--- src/rtl/flt_pkg.sv ---
// Shared constants, irq FSM state encoding and a constant-friendly clog2
// for the fault interrupt controller.
package flt_pkg;

  localparam int CNT_W = 8;
  localparam int IDX_W = 5;

  typedef enum logic [1:0] {
    ST_IDLE   = 2'd0,
    ST_ASSERT = 2'd1,
    ST_GAP    = 2'd2
  } irq_state_t;

  function automatic int clog2(input longint unsigned v);
    int r;
    longint unsigned x;
    r = 0;
    x = 64'd1;
    while (x < v) begin
      x = x << 1;
      r = r + 1;
    end
    return r;
  endfunction

endpackage

--- src/rtl/flt_ch.sv ---
// One fault channel: rising-edge detect, sticky pending bit and a
// saturating event counter.
module flt_ch
  import flt_pkg::*;
(
  input  logic             clk,
  input  logic             rst,
  input  logic             flt,
  input  logic             clr,
  input  logic             cnt_clr,
  output logic             evt,
  output logic             pend,
  output logic [CNT_W-1:0] cnt
);

  logic flt_d;

  // flt_d resets low so a fault held through reset release is an event
  assign evt = flt & ~flt_d;

  always_ff @(posedge clk or posedge rst) begin
    if (rst) begin
      flt_d <= 1'b0;
      pend  <= 1'b0;
      cnt   <= '0;
    end else begin
      flt_d <= flt;
      pend  <= (pend & ~clr) | evt;
      if (cnt_clr)
        cnt <= '0;
      else if (evt && (cnt != {CNT_W{1'b1}}))
        cnt <= cnt + 1'b1;
    end
  end

endmodule

--- src/rtl/flt_irq_ctrl.sv ---
// Fault interrupt controller: per-channel pending/counters, mask, first-fault
// capture and a level irq with an enforced minimum low gap.
module flt_irq_ctrl
  import flt_pkg::*;
#(
  parameter int          CH_N   = 8,
  parameter logic [63:0] FREQ   = 64'd100_000_000,
  parameter logic [63:0] GAP_NS = 64'd100
) (
  input  logic             clk,
  input  logic             rst,
  input  logic [CH_N-1:0]  flt_in,
  input  logic             mask_wr,
  input  logic [CH_N-1:0]  mask_wdata,
  input  logic             clr_wr,
  input  logic [CH_N-1:0]  clr_wdata,
  input  logic             cnt_clr,
  input  logic [4:0]       rd_sel,
  output logic [7:0]       rd_cnt,
  output logic [CH_N-1:0]  pend,
  output logic [CH_N-1:0]  mask,
  output logic [4:0]       first_id,
  output logic             first_vld,
  output logic             irq
);

  localparam logic [63:0] GAP_CYC = GAP_NS * FREQ / 64'd1_000_000_000;
  localparam int GAP_W = (clog2(GAP_CYC + 64'd1) < 1) ? 1 : clog2(GAP_CYC + 64'd1);

  logic [CH_N-1:0]  evt;
  logic [CH_N-1:0]  clr_vec;
  logic [CNT_W-1:0] cnt [CH_N];
  logic [CNT_W-1:0] rd_nxt;
  logic [IDX_W-1:0] low_idx;
  logic             act;
  irq_state_t       state;
  logic [GAP_W-1:0] gap_cnt;

  assign clr_vec = clr_wr ? clr_wdata : '0;
  assign act     = |(pend & ~mask);

  for (genvar gi = 0; gi < CH_N; gi++) begin : g_ch
    flt_ch u_ch (
      .clk     (clk),
      .rst     (rst),
      .flt     (flt_in[gi]),
      .clr     (clr_vec[gi]),
      .cnt_clr (cnt_clr),
      .evt     (evt[gi]),
      .pend    (pend[gi]),
      .cnt     (cnt[gi])
    );
  end

  // Out-of-range selects fall through to zero
  always_comb begin
    rd_nxt = '0;
    for (int i = 0; i < CH_N; i++)
      if (rd_sel == IDX_W'(i)) rd_nxt = cnt[i];
  end

  always_comb begin
    low_idx = '0;
    for (int i = CH_N - 1; i >= 0; i--)
      if (evt[i]) low_idx = IDX_W'(i);
  end

  // While pend is all-zero, the next pend equals this cycle's events
  always_ff @(posedge clk or posedge rst) begin
    if (rst) begin
      mask      <= '0;
      rd_cnt    <= '0;
      first_id  <= '0;
      first_vld <= 1'b0;
    end else begin
      if (mask_wr) mask <= mask_wdata;
      rd_cnt <= rd_nxt;
      if (pend == '0) begin
        if (evt != '0) begin
          first_id  <= low_idx;
          first_vld <= 1'b1;
        end else begin
          first_vld <= 1'b0;
        end
      end
    end
  end

  always_ff @(posedge clk or posedge rst) begin
    if (rst) begin
      state   <= ST_IDLE;
      gap_cnt <= '0;
      irq     <= 1'b0;
    end else begin
      case (state)
        ST_IDLE: begin
          if (act) begin
            state <= ST_ASSERT;
            irq   <= 1'b1;
          end
        end
        ST_ASSERT: begin
          if (!act) begin
            irq     <= 1'b0;
            gap_cnt <= '0;
            state   <= (GAP_CYC == 64'd0) ? ST_IDLE : ST_GAP;
          end
        end
        ST_GAP: begin
          if (gap_cnt == GAP_W'(GAP_CYC - 64'd1))
            state <= ST_IDLE;
          else
            gap_cnt <= gap_cnt + 1'b1;
        end
        default: begin
          state <= ST_IDLE;
          irq   <= 1'b0;
        end
      endcase
    end
  end

endmodule

--- config.mk ---
export PLATFORM = sky130hd
export DESIGN_NAME = flt_irq_ctrl
export DESIGN_NICKNAME = d
export VERILOG_FILES = /design/src/rtl/flt_pkg.sv /design/src/rtl/flt_ch.sv /design/src/rtl/flt_irq_ctrl.sv
export SDC_FILE = /design/constraint.sdc
export NUM_CORES = 1
export LEC_CHECK = 0
export ABC_AREA = 1
export BUFFER_PORTS_ARGS = -buffer_cell sky130_fd_sc_hd__buf_2
export CAP_MARGIN = 10
export CORE_MARGIN = 1.5
export CORE_UTILIZATION = 61
export DETAILED_ROUTE_END_ITERATION = 7
export PLACE_DENSITY = 0.9
export SYNTH_ARGS = -nofsm -noshare
export SYNTH_HDL_FRONTEND = slang
export SYNTH_SLANG_ARGS = --single-unit
--- constraint.sdc ---
create_clock -name clk -period 6.2 [get_ports clk]
set_input_delay 0.62 -clock clk [delete_from_list [all_inputs] [get_ports clk]]
set_output_delay 0.62 -clock clk [all_outputs]
set_load 0.01 [all_outputs]
Word level (Yosys, flattened, before mapping)
Index checks and enable logic that the tools add are counted.

operators by class
  reductions and logical operators = 26
  $add $sub $neg = 9
  equality and inequality tests = 22
  muxes and demuxes = 44
  bitwise operators = 43

operator list
  operator             number
  $mux 8               25
  $add 8x1->8 const B  8
  $ne 8x8->1 const B   8
  $mux 5               7
  $eq 5x3->1 const B   4
  $reduce_bool 2->1    9
  $not 1->1            17
  $and 1x1->1          16
  $eq 5x2->1 const B   2
  $reduce_and 3->1     3
  $and 8x8->8          1
  $logic_and 1x1->1    8
  $logic_not 8->1      1
  $mux 4               2
  $ne 2x2->1 const B   4
  $not 8->8            1
  $or 1x1->1           8
  $pmux 4 s2           1
  $reduce_bool 8->1    1
  $reduce_or 8->1      1
  $mux 2               3
  $pmux 2 s3           1
  $eq 5x1->1 const B   1
  $logic_not 5->1      1
  other kinds (9)      11

word-level totals
  flip-flop bits (word level) = 109
  input bits = 34
  logic and storage cells = 175

Logic depth before layout (Yosys ltp)
Gate-level depths: netlist (run 1).

  depth after elaboration = 10
  depth in mapped cells = 9
  gate-level depth less buffers = 9

Modules after synthesis
Synthesis (run 1) repeated with hierarchy kept, for this count alone.

unflattened totals
  cell total of the unflattened synthesis = 878
  area, all modules = 6379.9 um^2

modules (own cells, without submodules)
  module        times used  sequential area each (um^2)  area an instance (um^2)  cells each
  flt_ch        8           250.2                        573.0                    78
  flt_irq_ctrl  1           675.6                        1795.5                   254

Worst setup path after synthesis (run 1)
No wires, ideal clock.

  path kind = input -> register
  start point = input port cnt_clr
  end point = register g_ch[4].u_ch.cnt[1]
  library setup time = 0.067 ns
  cell stages on the path = 6
  path slack = 4.651 ns
  data arrival time = 1.483 ns
  cell sequence = buf_2 inv_1 buf_2 clkbuf_1 nand3_1 nand2_1

on the way
  longest elaborated chain between the ends = 1

RTL lines
  element                                      line                RTL
  start, declared                              flt_irq_ctrl.sv:17  input logic cnt_clr,
  $mux 8 or $reduce_bool 2->1 (tied branches)  --
  end signal, assigned                         flt_ch.sv:32        cnt <= cnt + 1'b1;
  end, declared                                flt_ch.sv:13        output logic [CNT_W-1:0] cnt

Parallel ways exist; a longest one is shown, timed or not.
A chain may end at the register's enable or synchronous reset.

Worst setup path after layout (run 1)
  start point = input port cnt_clr
  end point = register g_ch[3].u_ch.cnt[7]

on the way
  longest elaborated chain between the ends = 1

RTL lines
  element                                      line
  $mux 8 or $reduce_bool 2->1 (tied branches)  --
  end signal, assigned                         flt_ch.sv:32
  end, declared                                flt_ch.sv:13

Parallel ways exist; a longest one is shown, timed or not.

==> results of run 1 <==
[critical path, cell delays in order]
cell     delay, ps
buf_2          270
inv_1          370
buf_4          450
o21ai_1        250
o21ai_0        230
[logic make-up after synthesis]
family,Yosys count
xor gates and xnor gates,33
DFF,107
muxes,8
buffers and inverters,122
AOI/OAI and AO/OA,77
other,1
adders and majority gates,10
and+or+nand+nor,410
[metal layers]
layer / up-vias / part of all wire, % / GRT usage, %
li1: 2591 / - / -
met1: 2419 / 45 / 38.24
met2: 205 / 47 / 43.15
met3: 25 / 6.9 / 4.651
met4: 0 / 1.5 / 7.903
met5: - / 0 / 0
[state kept, by name (all words and copies together), names as in the netlist]
name / count
first_id: 3
first_vld: 1
g_ch.u_ch.cnt: 64
g_ch.u_ch.flt_d: 8
g_ch.u_ch.pend: 8
gap_cnt: 4
irq: 1
mask: 8
rd_cnt: 8
state: 2
[cell type report]
| cell class | instances | share of cell area, % |
|---|---|---|
| clock buffer | 11 | 2.013 |
| clock inverter | 5 | 0.5944 |
| inverter | 97 | 5.618 |
| multi-input combinational | 540 | 43.20 |
| sequential | 107 | 41.04 |
| tap | 133 | 2.550 |
| timing repair buffer | 64 | 4.986 |
[stage by stage]
stage	instance area, um^2	instances	power [mW]	utilization (%)	setup WS [ps]
global route	6525	957	1.389	67.69	4109
CTS	6525	957	1.329	67.69	4302
finish	6525	957	1.321	67.69	4261
detailed placement	6355	941	0.9451	65.93	3911
floorplan	6007	769	0.8898	-	2763
global placement	6355	941	0.9378	65.93	3944
[path summary, 6_finish.rpt]
| kind | start | endpoint | cells past startpoint |
|---|---|---|---|
| worst max-delay path | cnt_clr | g_ch[3].u_ch.cnt[7] | 5 |
| worst min register to register | first_id[0] | first_id[0] | 2 |
| worst min-delay path | rst | gap_cnt[0] | 2 |
| worst max register to register | g_ch[4].u_ch.cnt[1] | g_ch[4].u_ch.cnt[5] | 8 |
| max in group asynchronous | rst | g_ch[2].u_ch.cnt[0] | 3 |
| min in group clk | flt_in[6] | g_ch[6].u_ch.flt_d | 1 |
[where the power goes]
group	switching (mW)	internal, mW	leakage (nW)	total, mW
Clock	0.241	0.149	0.0775	0.390
Combinational	0.117	0.0575	1.87	0.175
Sequential	0.0248	0.731	1.42	0.756
Total	0.383	0.937	3.36	1.32
[cell usage in the layout, fill, tap and decap left out, types with 3 or more instances in the layout]
cell	netlist	final
a21oi_1	9	9
nand2_1	212	212
nor2_4	3	3
inv_1	91	90
o22ai_1	4	4
buf_2	6	62
clkbuf_8	0	9
ha_1	10	10
inv_2	5	5
nand4_1	51	51
mux2_2	8	8
clkinvlp_4	0	3
xnor2_1	7	7
o21ai_0	36	36
nor2_2	4	4
o21bai_1	7	7
xor2_1	26	26
dfrtp_1	107	107
nor3_1	11	11
o21ai_2	5	5
nand2_2	6	6
nand3_1	53	53
o31ai_1	3	3
nor2_1	62	62
o21ai_1	8	8
==> run metrics, run 1 <==
Crit path required time=6490 ps; CP arrival=2220 ps; Core ar.=0.009639 mm^2; Sequential Area=0.002678 mm^2; count of different cell masters after synthesis=38; cts repair resizes=0; initial DRC count=385; Max H-tree Level=3; Chip Width=102.2 um; GR Overflow Total=0; crit-path max FO=36; vias in the first global route=4788; GRT Util Overall=27.04%; clk_skew=5.649 ps; CTS sink count=107; number of synthesized flops with an enable pin=0; Mapped Area=0.006003 mm^2; via count=5240; initial antenna violation count=0; Compound-Gate Fraction of Synth Area=7.607%; mux cell area share after synthesis=1.501%; top-level I/O count=65; CP startpoint kind=input port; Avg WL per Cell=13.61 um; # fillers=797; Placer Congestion=0.9407; Static Leak=3.361 nW; outcome=complete, no violations; die footprint=0.01045 mm^2; final hold slack=235.1 ps; Slew @ Worst Pin=927.4 ps; Die H=102.2 um; Area Growth Syn to Fin=8.691%; pin count of the biggest net entering global routing=74; Clk pin slew, worst setup/hold paths=100 ps; CTS tree=built; Post CTS Setup Buffer Count=0; most common cell in the netlist=nand2_1; total CTS buffers=9; multi-input logic area=0.002819 mm^2; largest family of logic cells by synthesized area=simple AND/OR/NAND/NOR gates; nets=863; Seq cells post-synth=107; CTS Hold Bufs=0; post-synthesis simple-gate area fraction=30.83%; sequential cell area fraction in the yosys report=44.60%; final setup violating endpoints=0; Yosys top cell area share=44.60%; commonest cells in the netlist=212 x nand2_1, 107 x dfrtp_1, 91 x inv_1; first-pass detailed-route iteration total=6; Worst-Skew Late Latency=370 ps; synthesized area per cell=7.817 um^2; Hold Path Class=input port to async pin; Port Buffers=62; final period utilization=31.27%; Async SR Flop Fraction=100.0%; share of cells above drive strength 1=14.56%; Slew HR=38.11%; Syn Inst Count=768; Worst Setup End Kind=flip-flop; Vias per Instance=5.475; DRC viols=0; top cells by area, synth=dfrtp_1 45%, nand2_1 13%, inv_1 5.7%; max-cap violations=0; CTS Root Cell=clkbuf_8; post-synthesis adder-cell area fraction=2.084%; Initial Util=62.28%; Final Max Slew Viols=0; Max Freq=515.8 MHz; Clock Path Buffers=2; first-pass GRT wire length=22310 um; FF-to-FF setup slack=4530 ps; Total Routed Length=13020 um; pwr dens=202.4 mW/mm^2; Crit Path Class=input port to flip-flop; Hold Vio Cnt, Final=0; Yosys Warn Count=0; DP Wirelength=9654 um; setup_tns=0 ps; Max VDD drop=0.0001400 V; XOR/XNOR Fraction of Synth Area=4.815%; final worst path period need=1939 ps; Site Rows=36; Ant. Diodes=0; Primary FF master, synth=dfrtp_1; cell accounting for the most synthesized area=dfrtp_1; final antenna-violating net count=0; RSZ-0062 raised after global routing=no
(Power assumes the default switching activity.)
==> run 2: changes to the inputs <==
- CORE_UTILIZATION: 61 -> 59
- PLACE_DENSITY: 0.9 -> 0.88
- clock period: 6.2 -> 1.9 ns (I/O delays scaled with it)
==> run 2 against run 1 <==
Net effect:
- critical path type is now flip-flop to flip-flop
- worst hold slack worse by 200 ps
- largest power group unchanged
- highest routed layer unchanged
- critical path depth grew 3
- sequential power rose to 3.3 times the previous value
- count of clock-buffer cells in the layout decreased by 2
- power grew to 3.4 times the previous value
- sequential share of layout area shrank 1.2 points
- setup slack got worse by 4000 ps
- wire length up 3.9%
==> run metrics, run 2 (synthesis results as in run 1) <==
outcome=complete, no violations; DRC viols=0 (unchanged); Avg WL per Cell=13.91 um (+2.3%); setup_tns=0 ps (unchanged); Site Rows=36 (unchanged); Post CTS Setup Buffer Count=0 (unchanged); sequential group share of total power=55.7% (-1.5 points); final period utilization=85.04%; Core ar.=0.009819 mm^2 (+1.9%); first-pass detailed-route iteration total=6 (unchanged); most common cell after layout, fill and taps aside=nand2_1; Vias per Instance=5.415 (-1.1%); nets=878 (+1.7%); max reg flops=64 (unchanged); crit-path max FO=9 (-75%); Hold Vio Cnt, Final=0 (unchanged); Ant. Diodes=0 (unchanged); Cell Chain, Critical Path=ha_1 > nand3_1 > nor2_2 > a31oi_2 > inv_2 > nand2_2 > nand2_1 > o21ai_1; initial antenna violation count=0 (unchanged); Clk pin slew, worst setup/hold paths=120 ps (+20 ps); worst slack, placed=341.1 ps (-3570 ps); pwr dens=658.1 mW/mm^2 (+230%); Initial Util=61.14% (-1.1 points); Slew HR=64.87% (+27 points); RSZ-0062 raised after global routing=no; pin count of the biggest net entering global routing=48 (-35%); Chip Width=103.9 um (+1.6%); r2r worst-path depth=8 (unchanged); Area Growth Syn to Fin=12.03%; Max H-tree Level=3 (unchanged); GRT Util Overall=26.00% (-1.0 points); Static Leak=3.457 nW (+2.9%); CP arrival=1920 ps (-300 ps); Crit path required time=2210 ps (-4280 ps); CTS Root Cell=clkbuf_8; first-pass GRT wire length=23010 um (+3.2%); max-cap violations=0 (unchanged); clk_skew=18.45 ps (+12.80 ps); final worst slack=284.2 ps (-3977 ps); CP startpoint kind=flip-flop; final antenna-violating net count=0 (unchanged); cts repair resizes=0 (unchanged); # fillers=829 (+4.0%); hold-critical path depth=2; Worst Setup End Kind=flip-flop; Biggest register=g_ch.u_ch.cnt; Final Max Slew Viols=0 (unchanged); top-level I/O count=65 (unchanged); slowest library cell on the worst path=dfrtp_1; final hold slack=35.69 ps (-199.4 ps); CTS Hold Bufs=9 (+9); Max VDD drop=0.0004307 V (+210%); Crit Path Class=flip-flop to flip-flop; Clock Path Buffers=2 (unchanged); final setup violating endpoints=0 (unchanged); die footprint=0.01079 mm^2 (+3.3%); combinational power share=13.9% (+0.7 points); final worst path period need=1616 ps; GR Overflow Total=0 (unchanged); Total Routed Length=13520 um (+3.9%); share of cells above drive strength 1=15.26% (+0.69 points); Int Power=3.104 mW (+230%); via count=5263 (+0.44%); Max Freq=618.9 MHz; CTS tree=built; clock network fraction of design power=30.4% (+0.9 points); CTS sink count=107 (unchanged); Die H=103.9 um (+1.6%); DP Wirelength=10060 um (+4.3%); Placer Congestion=0.9512 (+1.1%); Slew @ Worst Pin=525.8 ps (-401.6 ps); total CTS buffers=9 (unchanged); Port Buffers=62 (unchanged); Sw Share=29.87% (+0.84 points); Hold Path Class=input port to flip-flop; sw power=1.322 mW (+240%); vias in the first global route=5003 (+4.5%); CP max stage delay=430 ps (-20 ps); most frequent cells in the layout=212 x nand2_1, 107 x dfrtp_1, 90 x inv_1; initial DRC count=398 (+3.4%); Worst-Skew Late Latency=380 ps (about the same)
==> run 2: final timing paths <==
path	from	to	slack (ps)
worst max-delay path	g_ch[4].u_ch.cnt[1]	g_ch[4].u_ch.cnt[5]	280
min in group asynchronous	rst	g_ch[1].u_ch.cnt[4]	400
worst min register to register	first_id[0]	first_id[0]	490
max in group asynchronous	rst	g_ch[6].u_ch.cnt[6]	820
worst max register to register	g_ch[4].u_ch.cnt[1]	g_ch[4].u_ch.cnt[5]	280
worst min-delay path	mask_wdata[7]	mask[7]	40
==> run 2: layout make-up <==
cell class	count	area (um^2)	share of cell area [%]
clock buffer	9	123.9	1.842
clock inverter	7	60.06	0.8930
inverter	97	367.9	5.470
multi-input combinational	540	2819	41.92
sequential	107	2678	39.81
tap	133	166.4	2.474
timing repair buffer	79	510.5	7.591
==> run 2: layer usage <==
layer  vias to the layer above  part of all wire, %  global-route usage [%]
met4                         0                  2.7                   9.821
li1                       2625                    -                       -
met5                         -                    0                       0
met2                       180                   47                   42.81
met3                        30                  4.9                   3.697
met1                      2428                   46                   35.05
==> run 2: worst max-delay path, delay by kind of cell (launching register included) <==
kind / cells / cell delay (ps)
AOI/OAI and AO/OA: 2 / 440
adders and majority gates: 1 / 230
buffers and inverters: 1 / 60
DFF: 1 / 430
and+or+nand+nor: 4 / 400
==> run 2: power groups by stage <==
| stage | Sequential, mW | Clock, mW | Combinational (mW) |
|---|---|---|---|
| 2_1_floorplan | 2.52 | 0 | 0.385 |
| 3_3_place_gp | 2.50 | 0 | 0.580 |
| 3_5_place_dp | 2.51 | 0 | 0.601 |
| 4_1_cts | 2.46 | 1.35 | 0.618 |
| 5_1_grt | 2.48 | 1.44 | 0.689 |
| 6_report | 2.47 | 1.35 | 0.615 |
==> run 2: stage by stage <==
stage               total power [mW]  util [%]  instances  instance area, um^2
floorplan                      2.904         -        769                 6011
global placement               3.085     65.70        947                 6451
detailed placement             3.109     65.70        947                 6451
CTS                            4.435     68.49        972                 6725
global route                   4.613     68.49        972                 6725
finish                         4.426     68.49        972                 6725
==> run 3: changes to the inputs <==
- CORE_UTILIZATION: 59 -> 61
- CTS_BUF_LIST: default -> sky130_fd_sc_hd__clkbuf_4 sky130_fd_sc_hd__clkbuf_8
- PLACE_DENSITY: 0.88 -> 0.9
- SLEW_MARGIN: default -> 20
==> run 3 against run 2 <==
Net effect:
- register-to-register slack improved by 40 ps
- final cell count decreased by 0.31%
- first-iteration DRC count decreased by 26%
- combinational power decreased by 0.8%
- non-clock buffer count decreased by 3
- setup slack improved by 38 ps
- largest power group unchanged
==> run metrics, run 3 (synthesis results as in run 1) <==
Port Buffers=62 (unchanged); DRC viols=0 (unchanged); final antenna-violating net count=0 (unchanged); setup_tns=0 ps (unchanged); initial DRC count=296 (-26%); GR Overflow Total=0 (unchanged); Total Routed Length=13430 um (-0.70%); clock network fraction of design power=30.4% (about the same); Max H-tree Level=3 (unchanged); pwr dens=661.4 mW/mm^2 (+0.50%); Avg WL per Cell=13.86 um (-0.39%); final period utilization=83.02% (-2.0 points); Ant. Diodes=0 (unchanged); cts repair resizes=0 (unchanged); CTS Root Cell=clkbuf_8; Max VDD drop=0.0004093 V (-5.0%); share of cells above drive strength 1=14.95% (-0.30 points); crit-path max FO=9 (unchanged); top routing layer used=met4; CTS Hold Bufs=9 (unchanged); via count=5302 (+0.74%); wl on met1=5962 um (-3.7%); Area Growth Syn to Fin=11.25%; Final Max Slew Viols=0 (unchanged); outcome=complete, no violations; first-pass GRT wire length=22110 um (-3.9%); Crit path required time=2220 ps (about the same); Hold Vio Cnt, Final=0 (unchanged); sw power=1.320 mW (-0.15%); Slew @ Worst Pin=555.2 ps (+29.43 ps); most common cell after layout, fill and taps aside=nand2_1; Hold Path Class=input port to flip-flop; initial antenna violation count=0 (unchanged); Worst Setup End Kind=flip-flop; most frequent cells in the layout=212 x nand2_1, 107 x dfrtp_1, 90 x inv_1; Clk pin slew, worst setup/hold paths=110 ps (about the same); Worst-Skew Late Latency=390 ps (about the same); Int Power=3.097 mW (-0.21%); Sw Share=29.89% (about the same); nets=875 (-0.34%); Placer Congestion=0.9107 (-4.3%); Met3 Wirelength=905 um (+38%); CP arrival=1900 ps (-20 ps); Final Util=69.29% (+0.80 points); max reg flops=64 (unchanged); vias in the first global route=4845 (-3.2%); Crit Path Class=flip-flop to flip-flop; Clock Path Buffers=2 (unchanged); Post CTS Setup Buffer Count=0 (unchanged); max-cap violations=0 (unchanged); final worst path period need=1577 ps (-38.46 ps); CP startpoint kind=flip-flop; Die H=102.2 um (-1.6%); top-level I/O count=65 (unchanged); pin count of the biggest net entering global routing=108 (+130%); Chip Width=102.2 um (-1.6%); Max Freq=634.0 MHz (+2.4%); Initial Util=62.28% (+1.1 points); Core ar.=0.009639 mm^2 (-1.8%); CTS sink count=107 (unchanged); Static Leak=3.437 nW (-0.57%); sequential group share of total power=55.8% (about the same); final setup violating endpoints=0 (unchanged); Slew HR=62.98% (-1.9 points); Biggest register=g_ch.u_ch.cnt; total CTS buffers=9 (unchanged); CTS tree=built; clk_skew=8.778 ps (-9.669 ps); # fillers=774 (-6.6%); Vias per Instance=5.472 (+1.1%); DP Wirelength=9619 um (-4.4%); first-pass detailed-route iteration total=5 (-1); GRT Util Overall=26.97% (+0.97 points); die footprint=0.01045 mm^2 (-3.2%); Site Rows=36 (unchanged); combinational power share=13.8% (about the same); metal2 WL=6319 um (+0.21%); RSZ-0062 raised after global routing=no
==> run 3: cell count changes in the layout (fill, tap and decap cells not counted), sizes merged <==
cell / change
buf: -3
clkinv: +1
clkinvlp: -1
==> run 3: path summary, 6_finish.rpt <==
check	startpoint	end	slack [ps]	cells after the start
min reg2reg	g_ch[1].u_ch.pend	g_ch[1].u_ch.pend	500	2
max reg2reg	g_ch[4].u_ch.cnt[0]	g_ch[4].u_ch.cnt[5]	320	8
min	mask_wdata[6]	mask[6]	30	2
min in group asynchronous	rst	g_ch[3].u_ch.flt_d	490	4
max in group asynchronous	rst	g_ch[2].u_ch.cnt[4]	980	4
max	g_ch[4].u_ch.cnt[0]	g_ch[4].u_ch.cnt[5]	320	8
==> run 3: power by group through the flow <==
stage	registers, mW	clock network (mW)	logic (mW)
after floorplan	2.52	0	0.385
after global placement	2.51	0	0.571
after detailed placement	2.51	0	0.594
after CTS	2.46	1.37	0.611
after global routing	2.48	1.45	0.685
final	2.46	1.34	0.610
==> run 3: final cells by class <==
type | instances | area, um^2 | area share (%)
repair buffers | 76 | 462.9 | 6.931
multi-input cells | 540 | 2819 | 42.21
clock buffers | 9 | 123.9 | 1.855
clock inverters | 7 | 61.31 | 0.9179
inverters | 97 | 367.9 | 5.508
flip-flops and latches | 107 | 2678 | 40.09
well taps | 133 | 166.4 | 2.492
==> run 3: critical path: stages, from the launching register on <==
cell and delay (ps):
dfrtp_1 420, ha_1 240, nand3_1 120, nor2_2 70
a31oi_2 350, inv_2 60, nand2_2 130, nand2_1 60
o21ai_1 70
==> run 3: through the flow <==
| step | instance area [um^2] | std cells | hold slack, ps | power [mW] | setup slack (ps) |
|---|---|---|---|---|---|
| floorplan | 6011 | 769 | 221.4 | 2.904 | 422.5 |
| global placement | 6404 | 944 | 312.0 | 3.076 | 408.2 |
| detailed placement | 6404 | 944 | 315.5 | 3.103 | 345.5 |
| CTS | 6679 | 969 | 24.45 | 4.444 | 304.6 |
| global route | 6679 | 969 | 27.69 | 4.611 | 125.2 |
| finish | 6679 | 969 | 27.40 | 4.417 | 322.7 |
==> run 3: per-layer routing <==
layer  vias to the layer above  track usage, %
li1                       2623               -
met1                      2450           36.49
met2                       204           43.96
met3                        25           4.788
met4                         0           9.484
met5                         -               0
